`config.mk`:
```
export PLATFORM = sky130hd
export DESIGN_NAME = calc_accum_core
export DESIGN_NICKNAME = d
export VERILOG_FILES = /design/src/rtl/calc_pkg.sv /design/src/rtl/calc_mul_seq.sv /design/src/rtl/calc_accum_core.sv
export SDC_FILE = /design/constraint.sdc
export NUM_CORES = 1
export LEC_CHECK = 0
export CAP_MARGIN = 20
export CORE_MARGIN = 3
export CORE_UTILIZATION = 49
export CTS_CLUSTER_SIZE = 16
export DETAILED_ROUTE_END_ITERATION = 10
export DONT_BUFFER_PORTS = 1
export HOLD_SLACK_MARGIN = 0.03
export PLACE_DENSITY = 0.75
export SETUP_SLACK_MARGIN = 0.2
export SKIP_LAST_GASP = 1
export SLEW_MARGIN = 40
export SYNTH_ARGS = -nofsm -noshare
export SYNTH_HDL_FRONTEND = slang
export SYNTH_SLANG_ARGS = --single-unit
```
`constraint.sdc`:
```
create_clock -name clk -period 4.6 [get_ports clk]
set_input_delay 0.69 -clock clk [delete_from_list [all_inputs] [get_ports clk]]
set_output_delay 0.69 -clock clk [all_outputs]
set_load 0.05 [all_outputs]
```
`src/rtl/calc_pkg.sv`:
```
// Shared opcode, flag-index and FSM-state definitions for the accumulator calculator.
// Latency: none (types and constants only).
// Backpressure: none.
package calc_pkg;

    typedef enum logic [3:0] {
        OP_ADD  = 4'h0,
        OP_SUB  = 4'h1,
        OP_OR   = 4'h2,
        OP_AND  = 4'h3,
        OP_XOR  = 4'h4,
        OP_LSL1 = 4'h5,
        OP_LSR1 = 4'h6,
        OP_ASR1 = 4'h7,
        OP_NEG  = 4'h8,
        OP_INV  = 4'h9,
        OP_REV  = 4'hA,
        OP_MUL  = 4'hB,
        OP_LOAD = 4'hC,
        OP_LT   = 4'hD,
        OP_GT   = 4'hE,
        OP_EQ   = 4'hF
    } op_e;

    // Bit positions inside the 3-bit {C, N, Z} flag vector
    localparam int FLAG_Z = 0;
    localparam int FLAG_N = 1;
    localparam int FLAG_C = 2;

    typedef enum logic {
        IDLE = 1'b0,
        MUL  = 1'b1
    } state_e;

endpackage

```
`src/rtl/calc_mul_seq.sv`:
```
// Iterative shift-add multiplier: one partial-product step per enabled cycle.
// Latency: WIDTH enabled cycles after start; o_done is high in the cycle whose edge commits the last step.
// Backpressure: i_en low freezes counter and partial product; start is ignored by design while busy.
module calc_mul_seq #(
    parameter int  WIDTH = 8,
    localparam int CW    = $clog2(WIDTH) + 1
) (
    input  logic             clk,
    input  logic             rst_n,
    input  logic             i_en,
    input  logic             i_start,
    input  logic [WIDTH-1:0] i_a,
    input  logic [WIDTH-1:0] i_b,
    output logic             o_busy,
    output logic             o_done,
    output logic [WIDTH-1:0] o_prod_lo,
    output logic             o_prod_hi_nz
);

    logic                 r_busy;
    logic [CW-1:0]        r_cnt;
    logic [2*WIDTH-1:0]   r_mcand;
    logic [WIDTH-1:0]     r_mplier;
    logic [2*WIDTH-1:0]   r_prod;
    logic [2*WIDTH-1:0]   w_prod_nxt;

    // Next partial product; the product outputs look one step ahead so the
    // final step can be committed by the parent on the same edge.
    assign w_prod_nxt   = r_mplier[0] ? (r_prod + r_mcand) : r_prod;
    assign o_prod_lo    = w_prod_nxt[WIDTH-1:0];
    assign o_prod_hi_nz = |w_prod_nxt[2*WIDTH-1:WIDTH];
    assign o_busy       = r_busy;
    assign o_done       = r_busy & i_en & (r_cnt == CW'(WIDTH - 1));

    // Operand capture on start, then one shift-add step per enabled cycle
    always_ff @(posedge clk or negedge rst_n) begin
        if (!rst_n) begin
            r_busy   <= 1'b0;
            r_cnt    <= '0;
            r_mcand  <= '0;
            r_mplier <= '0;
            r_prod   <= '0;
        end else if (i_start && !r_busy) begin
            r_busy   <= 1'b1;
            r_cnt    <= '0;
            r_mcand  <= {{WIDTH{1'b0}}, i_a};
            r_mplier <= i_b;
            r_prod   <= '0;
        end else if (r_busy && i_en) begin
            r_prod   <= w_prod_nxt;
            r_mcand  <= {r_mcand[2*WIDTH-2:0], 1'b0};
            r_mplier <= {1'b0, r_mplier[WIDTH-1:1]};
            r_cnt    <= r_cnt + 1'b1;
            if (o_done) begin
                r_busy <= 1'b0;
            end
        end
    end

endmodule

```
`src/rtl/calc_accum_core.sv`:
```
// Multi-accumulator calculator: one opcode per strobe rise, ALU ops single cycle, MUL via shift-add sequencer.
// Latency: ALU ops commit on the rise edge; MUL commits WIDTH enabled cycles later; done_o pulses the cycle after commit.
// Backpressure: none queued; a strobe rise while busy_o is high is silently dropped.
module calc_accum_core
    import calc_pkg::*;
#(
    parameter int  WIDTH = 8,
    parameter int  NREGS = 4,
    localparam int SELW  = (NREGS > 1) ? $clog2(NREGS) : 1
) (
    input  logic             clk,
    input  logic             rst_n,
    input  logic             ena,
    input  logic             strobe_i,
    input  logic [3:0]       op_i,
    input  logic [SELW-1:0]  sel_i,
    input  logic [WIDTH-1:0] operand_i,
    output logic [WIDTH-1:0] result_o,
    output logic [2:0]       flags_o,
    output logic             busy_o,
    output logic             done_o
);

    logic [WIDTH-1:0] r_acc [NREGS];
    logic             r_strobe_q;
    logic [2:0]       r_flags;
    logic             r_done;
    logic [SELW-1:0]  r_sel_lat;
    state_e           r_state;
    state_e           w_state_nxt;

    op_e              w_op;
    logic             w_rise;
    logic             w_mul_start;
    logic             w_alu_go;
    logic             w_mul_done;
    logic             w_seq_busy;
    logic [WIDTH-1:0] w_a;
    logic [WIDTH-1:0] w_res;
    logic [WIDTH:0]   w_sum;
    logic             w_c;
    logic             w_wr;
    logic [WIDTH-1:0] w_prod_lo;
    logic             w_prod_hi_nz;
    logic [2:0]       w_flags_alu;
    logic [2:0]       w_flags_mul;

    assign w_op     = op_e'(op_i);
    assign w_rise   = strobe_i & ~r_strobe_q & ena;
    assign w_a      = r_acc[sel_i];
    assign result_o = r_acc[sel_i];
    assign flags_o  = r_flags;
    assign done_o   = r_done;

    calc_mul_seq #(.WIDTH(WIDTH)) u_mul (
        .clk          (clk),
        .rst_n        (rst_n),
        .i_en         (ena),
        .i_start      (w_mul_start),
        .i_a          (w_a),
        .i_b          (operand_i),
        .o_busy       (w_seq_busy),
        .o_done       (w_mul_done),
        .o_prod_lo    (w_prod_lo),
        .o_prod_hi_nz (w_prod_hi_nz)
    );

    // Single-cycle ALU: result, carry/compare bit and whether acc is written
    always_comb begin
        w_res = w_a;
        w_c   = 1'b0;
        w_wr  = 1'b1;
        w_sum = {1'b0, w_a} + {1'b0, operand_i};
        case (w_op)
            OP_ADD:  begin w_res = w_sum[WIDTH-1:0]; w_c = w_sum[WIDTH]; end
            OP_SUB:  begin w_res = w_a - operand_i; w_c = (w_a < operand_i); end
            OP_OR:   w_res = w_a | operand_i;
            OP_AND:  w_res = w_a & operand_i;
            OP_XOR:  w_res = w_a ^ operand_i;
            OP_LSL1: begin w_res = {w_a[WIDTH-2:0], 1'b0}; w_c = w_a[WIDTH-1]; end
            OP_LSR1: begin w_res = {1'b0, w_a[WIDTH-1:1]}; w_c = w_a[0]; end
            OP_ASR1: begin w_res = {w_a[WIDTH-1], w_a[WIDTH-1:1]}; w_c = w_a[0]; end
            OP_NEG:  w_res = '0 - w_a;
            OP_INV:  w_res = ~w_a;
            OP_REV:  begin
                for (int i = 0; i < WIDTH; i++) begin
                    w_res[i] = w_a[WIDTH-1-i];
                end
            end
            OP_LOAD: w_res = operand_i;
            OP_LT:   begin w_wr = 1'b0; w_c = ($signed(w_a) <  $signed(operand_i)); end
            OP_GT:   begin w_wr = 1'b0; w_c = ($signed(w_a) >  $signed(operand_i)); end
            OP_EQ:   begin w_wr = 1'b0; w_c = (w_a == operand_i); end
            default: w_wr = 1'b0;  // MUL is written back by the sequencer path
        endcase
    end

    // Flag vectors for the two commit paths; compares see the unchanged A in w_res
    always_comb begin
        w_flags_alu         = '0;
        w_flags_alu[FLAG_Z] = (w_res == '0);
        w_flags_alu[FLAG_N] = w_res[WIDTH-1];
        w_flags_alu[FLAG_C] = w_c;
        w_flags_mul         = '0;
        w_flags_mul[FLAG_Z] = (w_prod_lo == '0);
        w_flags_mul[FLAG_N] = w_prod_lo[WIDTH-1];
        w_flags_mul[FLAG_C] = w_prod_hi_nz;
    end

    // FSM state register
    always_ff @(posedge clk or negedge rst_n) begin
        if (!rst_n) begin
            r_state <= IDLE;
        end else begin
            r_state <= w_state_nxt;
        end
    end

    // FSM next state: enter MUL on an accepted MUL rise, leave on sequencer completion
    always_comb begin
        w_state_nxt = r_state;
        case (r_state)
            IDLE:    if (w_rise && (w_op == OP_MUL)) w_state_nxt = MUL;
            MUL:     if (w_mul_done)                 w_state_nxt = IDLE;
            default: w_state_nxt = IDLE;
        endcase
    end

    // FSM outputs: commands are only accepted in IDLE, so rises during MUL are dropped
    always_comb begin
        w_mul_start = (r_state == IDLE) & w_rise & (w_op == OP_MUL);
        w_alu_go    = (r_state == IDLE) & w_rise & (w_op != OP_MUL);
        busy_o      = w_seq_busy;
    end

    // Register file: ALU write to the live select, MUL write to the select latched at start
    always_ff @(posedge clk or negedge rst_n) begin
        if (!rst_n) begin
            for (int i = 0; i < NREGS; i++) begin
                r_acc[i] <= '0;
            end
        end else if (w_alu_go && w_wr) begin
            r_acc[sel_i] <= w_res;
        end else if (w_mul_done) begin
            r_acc[r_sel_lat] <= w_prod_lo;
        end
    end

    // Strobe history, MUL target latch, flags and the commit pulse
    always_ff @(posedge clk or negedge rst_n) begin
        if (!rst_n) begin
            r_strobe_q <= 1'b0;
            r_sel_lat  <= '0;
            r_flags    <= '0;
            r_done     <= 1'b0;
        end else begin
            if (ena) begin
                r_strobe_q <= strobe_i;
            end
            if (w_mul_start) begin
                r_sel_lat <= sel_i;
            end
            if (w_alu_go) begin
                r_flags <= w_flags_alu;
            end else if (w_mul_done) begin
                r_flags <= w_flags_mul;
            end
            r_done <= w_alu_go | w_mul_done;
        end
    end

endmodule

```
==> results_dict.tcl <==
set metrics [dict create \
    status "finished clean" \
    via_count 6342 \
    cp_top_family "compound AO/OA/AOI/OAI gates" \
    synth_compound_area_share_pct 24.44 \
    htree_levels 3 \
    path_cells "mux4_2 -> inv_2 -> ha_1 -> a21o_1 -> a311o_1 -> a21oi_1 -> o31ai_1 -> xnor2_1 -> o221ai_1 -> or3_1 -> o221ai_2 -> o221ai_1" \
    max_stage_delay_ps 480 \
    dieArea_mm2 0.01494 \
    timing.final.crit_share_pct 77.97 \
    cap_violations 0 \
    ir_worst_vdd_mv 0.5505 \
    portBuffers 0 \
    crit_start "r_acc[25]$_DFFE_PN0P_" \
    cts.sinks 85 \
    cts_tree "built" \
    hold_viol_final 0 \
    yosysUniqueCellTypes 75 \
    cts_setup_buffers 0 \
    wl_per_cell_um 21.52 \
    clkPwrFrac_pct 23.5 \
    wl_met1_mm 8.211 \
    crit_type "reg2reg" \
    cp.arrival_ps 3770 \
    async_flop_share_pct 100.0 \
    drive_gt1_share_pct 7.349 \
    relSlewSlack_pct 44.39 \
    antenna_found_initial 1 \
    finalSetupViolCount 0 \
    ys_ff_latch 85 \
    max_slew.worst_pin.slew_ps 811.0 \
    start_kind "register" \
    root_buffer "clkbuf_16" \
    areaGrowthSynthToFinish_pct 6.994 \
    rows 41 \
    synth-xor-area-share_pct 1.853 \
    clockBufferDepth 2 \
    synth_warnings 0 \
    intPower_mw 1.944 \
    tns_ps 0 \
    cts.clk_slew.worst_paths_ps 60 \
    fin_nets 825 \
    design_area_mm2 0.007082 \
    min_period_ps 3587 \
    grt_pass1_vias 6096 \
    drcViolationCount 0 \
    insertion_delay_ps 350 \
    hold_buffers 1 \
    end_kind "register" \
    core_area_mm2 0.01293 \
    met3_length_mm 1.967 \
    ys_seq_area_share_pct 32.14 \
    drt-total-wl_mm 20.10 \
    p_comb_share_pct 42.6 \
    power_leakage_nw 3.038 \
    wl_met2_mm 9.183 \
    critPathMostFrequentCell "o221ai_1" \
    drtIter0Drc 953 \
    critPathBufInv 1 \
    cpMaxStageDelayCell "mux4_2" \
    grt_pass1_wl_mm 32.11 \
    cts_resized 0 \
    postPlaceCellArea_mm2 0.006726 \
    power_frac_seq_pct 33.8 \
    synthMuxAreaShare_pct 5.784 \
    synth_simple_gate_area_share_pct 21.23 \
    drt_first_pass_iters 6 \
    regToRegStartpoint "r_acc[25]$_DFFE_PN0P_" \
    synth_top_family_by_area "compound AO/OA/AOI/OAI gates" \
    fin_util_pct 54.78 \
    synth_area_mm2 0.006619 \
    hold_path_class "in2async" \
    antenna_cells 0 \
    worstPathMaxFanout 7 \
    dp_hpwl_mm 14.01 \
    top_layer_used "met5" \
    start_util_pct 51.20 \
    final_cell_mix "nand2_1 (119), dfrtp_1 (84), o21ai_0 (62)" \
    syn-instance-count 778 \
    mostFrequentLayoutCell "nand2_1" \
    grt_max_degree 53 \
    ant_nets 0 \
    synth_edf_count 0 \
    switching_share_pct 42.10 \
    place_congestion 0.9597 \
    fmax_mhz 278.8 \
    dp.cells 916 \
    cp.required_ps 4790 \
    cts-buffers-inserted 9 \
    track_usage_pct 27.43 \
    grt_setup_unrepaired "no" \
    syn-num-nets 846 \
    drv_slew 0 \
    avgSynthCellArea_um2 8.508 \
    gr-total-overflow 0 \
    synth_fa_ha_area_share_pct 9.943 \
    final_cells 934 \
    viasPerCell 6.790 \
    synthFlopType "dfrtp_1" \
    io_pins 31 \
    p_sw_mw 1.414 \
    die_w_um 122.2 \
    die_height_um 122.2 \
    power_density_mw_per_mm2 474.2 \
    skew_ps 7.883 \
]
==> Yosys cell counts (7+ instances only) <==
cell / instances / area share, %
mux2_2: 7 / 1.2
a31oi_1: 7 / 0.66
nor2b_1: 10 / 0.95
nor3_1: 16 / 1.2
nand2_1: 120 / 6.8
buf_2: 7 / 0.53
nand2b_1: 9 / 0.85
buf_1: 7 / 0.40
clkbuf_1: 29 / 1.6
mux4_2: 7 / 2.4
ha_1: 47 / 8.9
xnor2_1: 9 / 1.2
inv_1: 24 / 1.4
dfrtp_1: 85 / 32
o221ai_1: 28 / 3.7
or3_1: 7 / 0.66
mux2i_1: 12 / 1.8
nand3_1: 31 / 2.3
a21oi_1: 39 / 2.9
and2_1: 12 / 1.1
a22oi_1: 23 / 2.6
nor2_1: 50 / 2.8
o21ai_0: 62 / 4.7
==> registers in the layout, summed over array words and instances, names as in the netlist <==
signal	flops
r_sel_lat	2
r_state	1
u_mul.r_mcand	16
flags_o	3
u_mul.r_cnt	4
done_o	1
u_mul.o_busy	1
r_strobe_q	1
u_mul.r_mplier	8
r_acc	32
u_mul.r_prod	16
==> per-layer routing <==
metal / vias to the layer above / global-route usage, %
li1: 2849 / -
met1: 3061 / 37.36
met2: 359 / 42.49
met3: 71 / 6.636
met4: 2 / 10.36
met5: - / 0
==> worst paths after layout <==
path                            slack, ps  depth (start not counted)                             to
worst max-delay path                 1010                         12          r_acc[23]$_DFFE_PN0P_
worst min-delay path                   40                          0  u_mul.r_mcand[10]$_DFFE_PN0P_
worst max register to register       1010                         12          r_acc[23]$_DFFE_PN0P_
worst min register to register        490                          2  u_mul.r_mplier[2]$_DFFE_PN0P_
max in group asynchronous            3880                          1   u_mul.r_mcand[9]$_DFFE_PN0P_
min in group clk                      470                          2  u_mul.r_mplier[4]$_DFFE_PN0P_
==> cell type report <==
type / count / area, um2
clock buffer: 12 / 246.5
timing repair buffer: 14 / 120.1
multi-input combinational: 620 / 4198
fill: 1221 / 5846
inverter: 27 / 101.3
tap: 172 / 215.2
sequential: 85 / 2128
clock inverter: 4 / 72.57
==> cell families (layout without fill, tap and decap cells) <==
| kind of cell | after synthesis | in the layout |
|---|---|---|
| simple gates | 292 | 292 |
| compound gates | 236 | 236 |
| flops | 85 | 85 |
| buf+inv | 73 | 57 |
| fa+ha+maj | 51 | 51 |
| mux | 27 | 27 |
| xor+xnor | 14 | 14 |
==> power by group through the flow <==
| stage | clock network, mW | registers [mW] | logic (mW) |
|---|---|---|---|
| final | 0.791 | 1.14 | 1.43 |
| after global routing | 0.821 | 1.16 | 1.56 |
| after global placement | 0 | 1.13 | 1.36 |
| after detailed placement | 0 | 1.14 | 1.38 |
| after CTS | 0.796 | 1.13 | 1.40 |
| after floorplan | 0 | 1.07 | 1.09 |
==> metrics by stage <==
step                      hold slack (ps)  worst slack [ps]  power, mW
after CTS                           30.49              1084      3.325
after floorplan                     394.4             729.8      2.160
final                               38.14              1013      3.358
after global routing                30.48             849.7      3.540
after detailed placement            396.5             766.4      2.525
after global placement              396.3             885.3      2.483
(Power assumes the default switching activity.)
